===== src/rtl/load_store_unit.sv =====
// Sub-word load/store adapter for a word-only data memory; byte/halfword stores use read-modify-write.
// Build option: define LSU_MISALIGN_TRAP_EN to trap misaligned accesses instead of force-aligning them.
module load_store_unit (
   input  logic        clk,
   input  logic        rst_n,
   input  logic        req,
   input  logic        we,
   input  logic [2:0]  funct3,
   input  logic [31:0] addr,
   input  logic [31:0] wdata,
   output logic        ready,
   output logic        done,
   output logic        err,
   output logic [31:0] rdata,
   output logic [31:0] mem_a,
   output logic [31:0] mem_wd,
   output logic        mem_we,
   input  logic [31:0] mem_rd
);

`ifdef LSU_MISALIGN_TRAP_EN
   typedef enum logic [2:0] {StIdle, StLoad, StRead, StWrite, StErr} state_e;
`else
   typedef enum logic [2:0] {StIdle, StLoad, StRead, StWrite} state_e;
`endif

   state_e      state_q;
   logic [31:0] addr_q;
   logic        we_q;
   logic [2:0]  f3_q;
   logic [31:0] wd_q;
   logic [31:0] mg_q;

   logic        is_half;
   logic        is_word;
   logic [31:0] addr_lat;
   logic [7:0]  lane_b;
   logic [15:0] lane_h;
   logic [31:0] ld_data;
   logic [31:0] mg_d;

   // funct3[1] set covers the word codes 010/011/110/111
   always_comb begin
      is_half  = (funct3[1:0] == 2'b01);
      is_word  = funct3[1];
      addr_lat = addr;
`ifndef LSU_MISALIGN_TRAP_EN
      if (is_half) addr_lat[0] = 1'b0;
      if (is_word) addr_lat[1:0] = 2'b00;
`endif
   end

`ifdef LSU_MISALIGN_TRAP_EN
   logic misalign;
   always_comb begin
      misalign = (is_half && addr[0]) || (is_word && (addr[1:0] != 2'b00));
   end
`endif

   always_comb begin
      lane_b = mem_rd[{addr_q[1:0], 3'b000} +: 8];
      lane_h = addr_q[1] ? mem_rd[31:16] : mem_rd[15:0];
      unique case (f3_q[1:0])
         2'b00:   ld_data = {{24{~f3_q[2] & lane_b[7]}}, lane_b};
         2'b01:   ld_data = {{16{~f3_q[2] & lane_h[15]}}, lane_h};
         default: ld_data = mem_rd;
      endcase
   end

   always_comb begin
      mg_d = mem_rd;
      if (f3_q[1:0] == 2'b00) begin
         mg_d[{addr_q[1:0], 3'b000} +: 8] = wd_q[7:0];
      end else begin
         mg_d[{addr_q[1], 4'b0000} +: 16] = wd_q[15:0];
      end
   end

   always_ff @(posedge clk) begin
      if (!rst_n) begin
         state_q <= StIdle;
         done    <= 1'b0;
         rdata   <= 32'h0;
         addr_q  <= 32'h0;
         we_q    <= 1'b0;
         f3_q    <= 3'b000;
         wd_q    <= 32'h0;
         mg_q    <= 32'h0;
`ifdef LSU_MISALIGN_TRAP_EN
         err     <= 1'b0;
`endif
      end else begin
         done <= 1'b0;
`ifdef LSU_MISALIGN_TRAP_EN
         err  <= 1'b0;
`endif
         unique case (state_q)
            StIdle: begin
               if (req) begin
                  addr_q <= addr_lat;
                  we_q   <= we;
                  f3_q   <= funct3;
                  wd_q   <= wdata;
`ifdef LSU_MISALIGN_TRAP_EN
                  if (misalign) begin
                     state_q <= StErr;
                  end else
`endif
                  if (!we) begin
                     state_q <= StLoad;
                  end else if (is_word) begin
                     state_q <= StWrite;
                  end else begin
                     state_q <= StRead;
                  end
               end
            end
            StLoad: begin
               rdata   <= ld_data;
               done    <= 1'b1;
               state_q <= StIdle;
            end
            StRead: begin
               mg_q    <= mg_d;
               state_q <= StWrite;
            end
            StWrite: begin
               done    <= 1'b1;
               state_q <= StIdle;
            end
`ifdef LSU_MISALIGN_TRAP_EN
            StErr: begin
               done    <= 1'b1;
               err     <= 1'b1;
               state_q <= StIdle;
            end
`endif
            default: state_q <= StIdle;
         endcase
      end
   end

`ifndef LSU_MISALIGN_TRAP_EN
   assign err = 1'b0;
`endif

   // Gating by rst_n drops a write whose cycle coincides with reset
   assign ready  = (state_q == StIdle);
   assign mem_a  = {addr_q[31:2], 2'b00};
   assign mem_wd = f3_q[1] ? wd_q : mg_q;
   assign mem_we = rst_n & we_q & (state_q == StWrite);

endmodule

===== config.mk =====
export PLATFORM = sky130hd
export DESIGN_NAME = load_store_unit
export DESIGN_NICKNAME = d
export VERILOG_FILES = /design/src/rtl/load_store_unit.sv
export SDC_FILE = /design/constraint.sdc
export NUM_CORES = 1
export LEC_CHECK = 0
export ABC_CLOCK_PERIOD_IN_PS = 2250
export CAP_MARGIN = 15
export CORE_UTILIZATION = 47
export CTS_CLUSTER_SIZE = 24
export DETAILED_ROUTE_END_ITERATION = 12
export HOLD_SLACK_MARGIN = 0.15
export PLACE_DENSITY = 0.85
export SLEW_MARGIN = 10
export SYNTH_ARGS = -nofsm -noshare
export SYNTH_HDL_FRONTEND = slang
export SYNTH_SLANG_ARGS = --single-unit

===== constraint.sdc =====
create_clock -name clk -period 2.25 [get_ports clk]
set_input_delay 0.45 -clock clk [delete_from_list [all_inputs] [get_ports clk]]
set_output_delay 0.45 -clock clk [all_outputs]
set_load 0.01 [all_outputs]

### Yosys cells after proc, flatten, opt, wreduce, memory -nomap -nowiden

Index checks and enable logic that the tools add are counted.

| operators by class | value |
|---|---|
| $add $sub $neg | 2 |
| $mul | 0 |
| divide/modulo/power cells | 0 |
| $lt $le $gt $ge | 0 |
| equality and inequality tests | 6 |
| shifts and indexed selects | 5 |
| multiplexer cells | 13 |
| bitwise gates (word level) | 5 |
| reductions and logical operators | 4 |

Operators with widths:

| operator | number |
|---|---|
| $bwmux 32 | 2 |
| $mux 32 | 2 |
| $pmux 32 s2 | 1 |
| $shift 16x7->32 const A | 1 |
| $shift 8x7->32 const A | 1 |
| $shiftx 16x7->32 | 1 |
| $shiftx 32x6->8 | 1 |
| $shiftx 8x7->32 | 1 |
| $mux 16 | 1 |
| $neg 5->7 | 2 |
| $eq 3x2->1 const B | 2 |
| $pmux 3 s2 | 1 |
| $and 1x1->1 | 4 |
| $eq 2x1->1 const B | 2 |
| $mux 2 | 2 |
| $eq 3x1->1 const B | 1 |
| $logic_not 3->1 | 1 |
| $mux 1 | 3 |
| $mux 3 | 1 |
| $logic_not 2->1 | 1 |
| $ne 2x2->1 const B | 1 |
| $reduce_and 2->1 | 1 |
| $reduce_or 2->1 | 1 |
| $not 1->1 | 1 |

| storage, ports and cells | value |
|---|---|
| register bits | 136 |
| bits in latches | 0 |
| bits in writable memories | 0 |
| ROM bits | 0 |
| input port bits | 103 |
| output and inout bits | 100 |
| logic and storage cells | 43 |
| memories | 0 |

### Depth between registers and ports, before layout

| depth | value |
|---|---|
| word-level depth | 4 |
| mapped depth | 8 |
| gate-level depth less buffers | 6 |

### Worst setup path before layout

Ideal clock, no wire load.

| timing path | value |
|---|---|
| kind | reg2reg |
| from | register addr_q[1] |
| to | register mg_q[0] |
| library setup time | 0.120 ns |
| arrival | 1.860 ns |
| data required time | 2.130 ns |
| setup slack | 0.270 ns |
| stages on the path, launching flop included | 8 |
| path buffers | 1 |
| period minus slack after synthesis | 1.980 ns |
| cells stage by stage | dfxtp_1 > buf_2 > inv_1 > ha_1 > or3b_2 > o211ai_1 > nor2_1 > o31a_1 |

| on the way | value |
|---|---|
| word-level cells in the longest chain between the ends | 4 |
| elaborated cells between the ends (all ways) | 9 |
| classes of those cells | add/sub (2); shift (4); mux (3) |

RTL lines:

| what | line | text |
|---|---|---|
| start: declaration | 28 | `logic [31:0] addr_q;` |
| start signal: assignment | 100 | `addr_q <= addr_lat;` |
| $neg 5->7 (on tied branches) | 75, 73 |  |
| $shiftx 16x7->32 (tied with other cells) | 75 | `mg_d[{addr_q[1], 4'b0000} +: 16] = wd_q[15:0];` |
| $bwmux 32 (on tied branches) | 75, 73 |  |
| $mux 32 * | 72 | `if (f3_q[1:0] == 2'b00) begin` |
| end signal: assignment | 124 | `mg_q <= mg_d;` |
| end: declaration | 32 | `logic [31:0] mg_q;` |

Mark *: on every way between the ends. The rest lies on a longest branch, timed or not.
A chain may end at the register's enable or synchronous reset.

### Worst setup path in the final report

| timing path | value |
|---|---|
| from | register f3_q[1] |
| to | register mg_q[17] |

| on the way | value |
|---|---|
| word-level cells in the longest chain between the ends | 2 |

RTL lines:

| what | line | text |
|---|---|---|
| start: declaration | 30 | `logic [2:0] f3_q;` |
| start signal: assignment | 102 | `f3_q <= funct3;` |
| $logic_not 2->1 | 72 |  |
| $mux 32 | 72 |  |

No other way between the ends.

==> implementation parameters <==
Parameter                              Value

Finish
  Most common library cell in the layout ignoring fill and taps    sky130_fd_sc_hd__nand2_1
  Total inserted antenna cells    0
  Multi-input logic area    0.00329 sq mm
  Net count of the finished layout    1,033
  Seq. cell area    0.00271 sq mm
  Layout Area Growth over Synthesis    41.5%
  Fraction of layout cells with a size suffix above 1    0.118
  FILL cells    1,096
  Area of all placed cells without fillers    0.00921 sq mm
  Commonest cells after routing, fill and taps aside    sky130_fd_sc_hd__nand2_1 (169), sky130_fd_sc_hd__clkdlybuf4s50_1 (167), sky130_fd_sc_hd__dfxtp_1 (133)

Logic synthesis
  Yosys warning total    0
  Yosys top cell by area    sky130_fd_sc_hd__dfxtp_1
  Post-synthesis sequential element count    135
  Post-synthesis cell count    766
  Asr flop ratio synth    0
  Post-synth design cell area    0.00651 sq mm
  Number of synthesized flops with an enable pin    0
  Share of synthesized area occupied by flip-flops and latches    0.415
  Distinct cell type count of the synthesized netlist    40
  Synth top area cells    sky130_fd_sc_hd__dfxtp_1 (42%), sky130_fd_sc_hd__nand2_1 (9.8%), sky130_fd_sc_hd__a21boi_0 (7.8%)
  Most used DFF post-synth    sky130_fd_sc_hd__dfxtp_1
  Yosys top cell area share    0.415
  Avg Inst Size Synth    8.49 sq um

Floorplanning
  Area of the core    0.0133 sq mm
  Number of I/O pins    203
  Initial cell density of the core    0.487
  Horiz. Die Dim    120 microns
  Floorplan die area    0.0143 sq mm
  Number of rows in the core area    42
  Die Y-Extent    120 microns

Clocking
  Number of buffers inserted during clock tree synthesis    17
  CTS Sinks    135
  Clock tree root buffer cell    sky130_fd_sc_hd__clkbuf_16
  H-tree levels    4
  Clock tree buffer depth    2
  Clock-pin slew of the registers on the worst-case setup and hold paths    0.06 ns
  Clock latency reported for the late side of the worst-skew pair    0.42 ns
  Hold bufs inserted after CTS    0
  CTS tree    done

Worst setup path
  CP Launch Point    f3_q[1]
  Family with the most delay on the worst path    compound AO/OA/AOI/OAI gates
  Critical path capture point    mg_q[17]
  Number of buffers and inverters on the critical path    2
  Worst r2r dst    mg_q[17]
  Critical path startpoint category    flip-flop
  Required arrival time at the worst endpoint    2.61 ns
  Critical path fanouts, max    11
  Arrival time at the worst endpoint    2.55 ns
  Critical path depth in cells    6
  Worst Reg-to-Reg Cells    6
  Critical-path cell with the highest stage delay    sky130_fd_sc_hd__o41ai_4
  Max incr delay on CP    0.55 ns
  Startpoint-to-endpoint class of the critical path    reg2reg
  Crit Reg-Reg Startpoint    f3_q[1]
  Register-to-register setup slack    0.06 ns
  Ordered list of cells on the worst path    buf_4 -> bufbuf_16 -> or3_4 -> o41ai_4 -> a221oi_1 -> nor2_1
  Element type at the critical path end    flip-flop

STA
  Hold violation count in the final report    0
  Final critical-path required period    2.19 ns
  Hold_ws    0.314 ns
  Worst Tran Pin Value    0.556 ns
  Headroom to the max-slew limit    0.628
  Final Max Tran Viols    0
  Final setup violation count    0
  Setup_tns    0 ns
  Final setup skew    0.00493 ns
  F_max    0.457 GHz
  Final worst path period share    0.972
  Setup repair after global routing missed its margin    no

Drt
  Number of detailed-routing iterations run before antenna repair    5
  Vias after detailed routing    6,178
  WL/cell    17.3 microns
  Drt first-iter violations    550
  Aggregate routed wire length    19,200 microns
  Antenna Nets Post-Route    0
  DRC    0
  Vias per cell    5.55

Placement
  Placer Congestion    0.873
  Buffers on Ports    199
  HPWL after detailed placement    12,900 microns
  DP Area    0.00851 sq mm

Power
  Largest vdd supply drop    0.000489 V
  Power density over the cells    747 mW/mm^2
  Leakage power    3.59 nW

Global routing
  Most used routing layer in global routing    met2
  GR Overflow Total    0
  Overall fraction of global-route tracks in use    0.272
  Met3 Use GR    0.0651
  Met1 track demand over resource    0.339
  Number of global-route vias before repair    6,000
  Initial antenna violation count    0
  Met2 demand-to-capacity share in global routing    0.430
  Global-route wire length before repair    30,500 microns
  Pin count of the biggest net entering global routing    134

Hold path
  Path type of the worst min-delay path    in2reg

Status
  Status    finished clean

Job
  Maxcap violations    0
-- metrics by stage --
step / worst slack [ns] / instances / power [W] / utilization
2_1_floorplan: 0.270 / 768 / 0.00332 / -
3_3_place_gp: 0.243 / 1077 / 0.00390 / 0.637
3_5_place_dp: 0.203 / 1077 / 0.00391 / 0.637
4_1_cts: 0.000218 / 1113 / 0.00692 / 0.689
5_1_grt: 0.0413 / 1113 / 0.00715 / 0.690
6_report: 0.0630 / 1113 / 0.00688 / 0.690
-- kinds of logic after synthesis --
| logic type | after synthesis | share of synthesized area |
|---|---|---|
| AND/OR/NAND/NOR | 237 | 0.154 |
| AO/OA/AOI/OAI | 228 | 0.243 |
| flip-flops | 135 | 0.415 |
| buffers and inverters | 103 | 0.0817 |
| multiplexers | 57 | 0.0952 |
| adder cells (fa/ha/maj) | 5 | 0.00962 |
| other | 1 | 0.000576 |
-- routing by layer --
layer	wire length, microns	part of all wire	up-vias
met2	8810	0.46	326
met4	804	0.042	0
met1	8000	0.42	2822
met3	1640	0.085	67
li1	-	-	2963
met5	0	0	-
-- sequential cells by signal, indices dropped and copies added, names as in the netlist --
signal / flops
rdata: 32
we_q: 1
f3_q: 3
state_q: 2
mg_q: 32
addr_q: 32
wd_q: 32
done: 1
-- cell usage after synthesis (2+ instances only) --
cell	instances
sky130_fd_sc_hd__nand3b_1	8
sky130_fd_sc_hd__mux2i_1	18
sky130_fd_sc_hd__and2_1	10
sky130_fd_sc_hd__nor2b_1	4
sky130_fd_sc_hd__a22o_1	2
sky130_fd_sc_hd__dfxtp_1	135
sky130_fd_sc_hd__o211ai_1	8
sky130_fd_sc_hd__ha_1	5
sky130_fd_sc_hd__o21ai_0	50
sky130_fd_sc_hd__nand2_1	170
sky130_fd_sc_hd__inv_1	12
sky130_fd_sc_hd__buf_2	11
sky130_fd_sc_hd__nor3_1	2
sky130_fd_sc_hd__a21oi_1	37
sky130_fd_sc_hd__o31a_1	8
sky130_fd_sc_hd__a211oi_1	17
sky130_fd_sc_hd__a222oi_1	7
sky130_fd_sc_hd__mux2_2	39
sky130_fd_sc_hd__buf_1	6
sky130_fd_sc_hd__or3b_2	2
sky130_fd_sc_hd__nand2b_1	4
sky130_fd_sc_hd__nor2_1	32
sky130_fd_sc_hd__buf_4	33
sky130_fd_sc_hd__a21boi_0	68
sky130_fd_sc_hd__a221oi_1	25
sky130_fd_sc_hd__clkbuf_1	39
-- where the power goes --
part	leakage [nW]	internal [W]	total [W]	switching (W)
Sequential	1.11	0.00256	0.00269	0.000122
Clock	0.315	0.00199	0.00300	0.00101
Combinational	2.17	0.000629	0.00119	0.000563
-- area by class of cell --
cell class | instances | share of cell area
Multi-Input combinational cell | 530 | 0.357
Sequential cell | 135 | 0.294
Timing Repair Buffer | 228 | 0.250
Clock buffer | 23 | 0.0541
Tap cell | 176 | 0.0239
Clock inverter | 8 | 0.0155
Inverter | 13 | 0.00530
-- how the worst min path moves through the flow --
stage / endpoint / start / cells after the start / slack, ns
detailed placement: we_q / we_q / 2 / 0.46
finish: done / rst_n / 2 / 0.31
CTS: done / rst_n / 2 / 0.30
floorplan: we_q / we_q / 2 / 0.44
global placement: we_q / we_q / 2 / 0.45
global route: done / rst_n / 2 / 0.32
-- what timing repair did --
action,4_1_cts,5_1_grt
setup buffers,3,0
cloned,2,0
resized for setup,31,2
setup endpoints to repair,31,2
(Power assumes the default switching activity.)
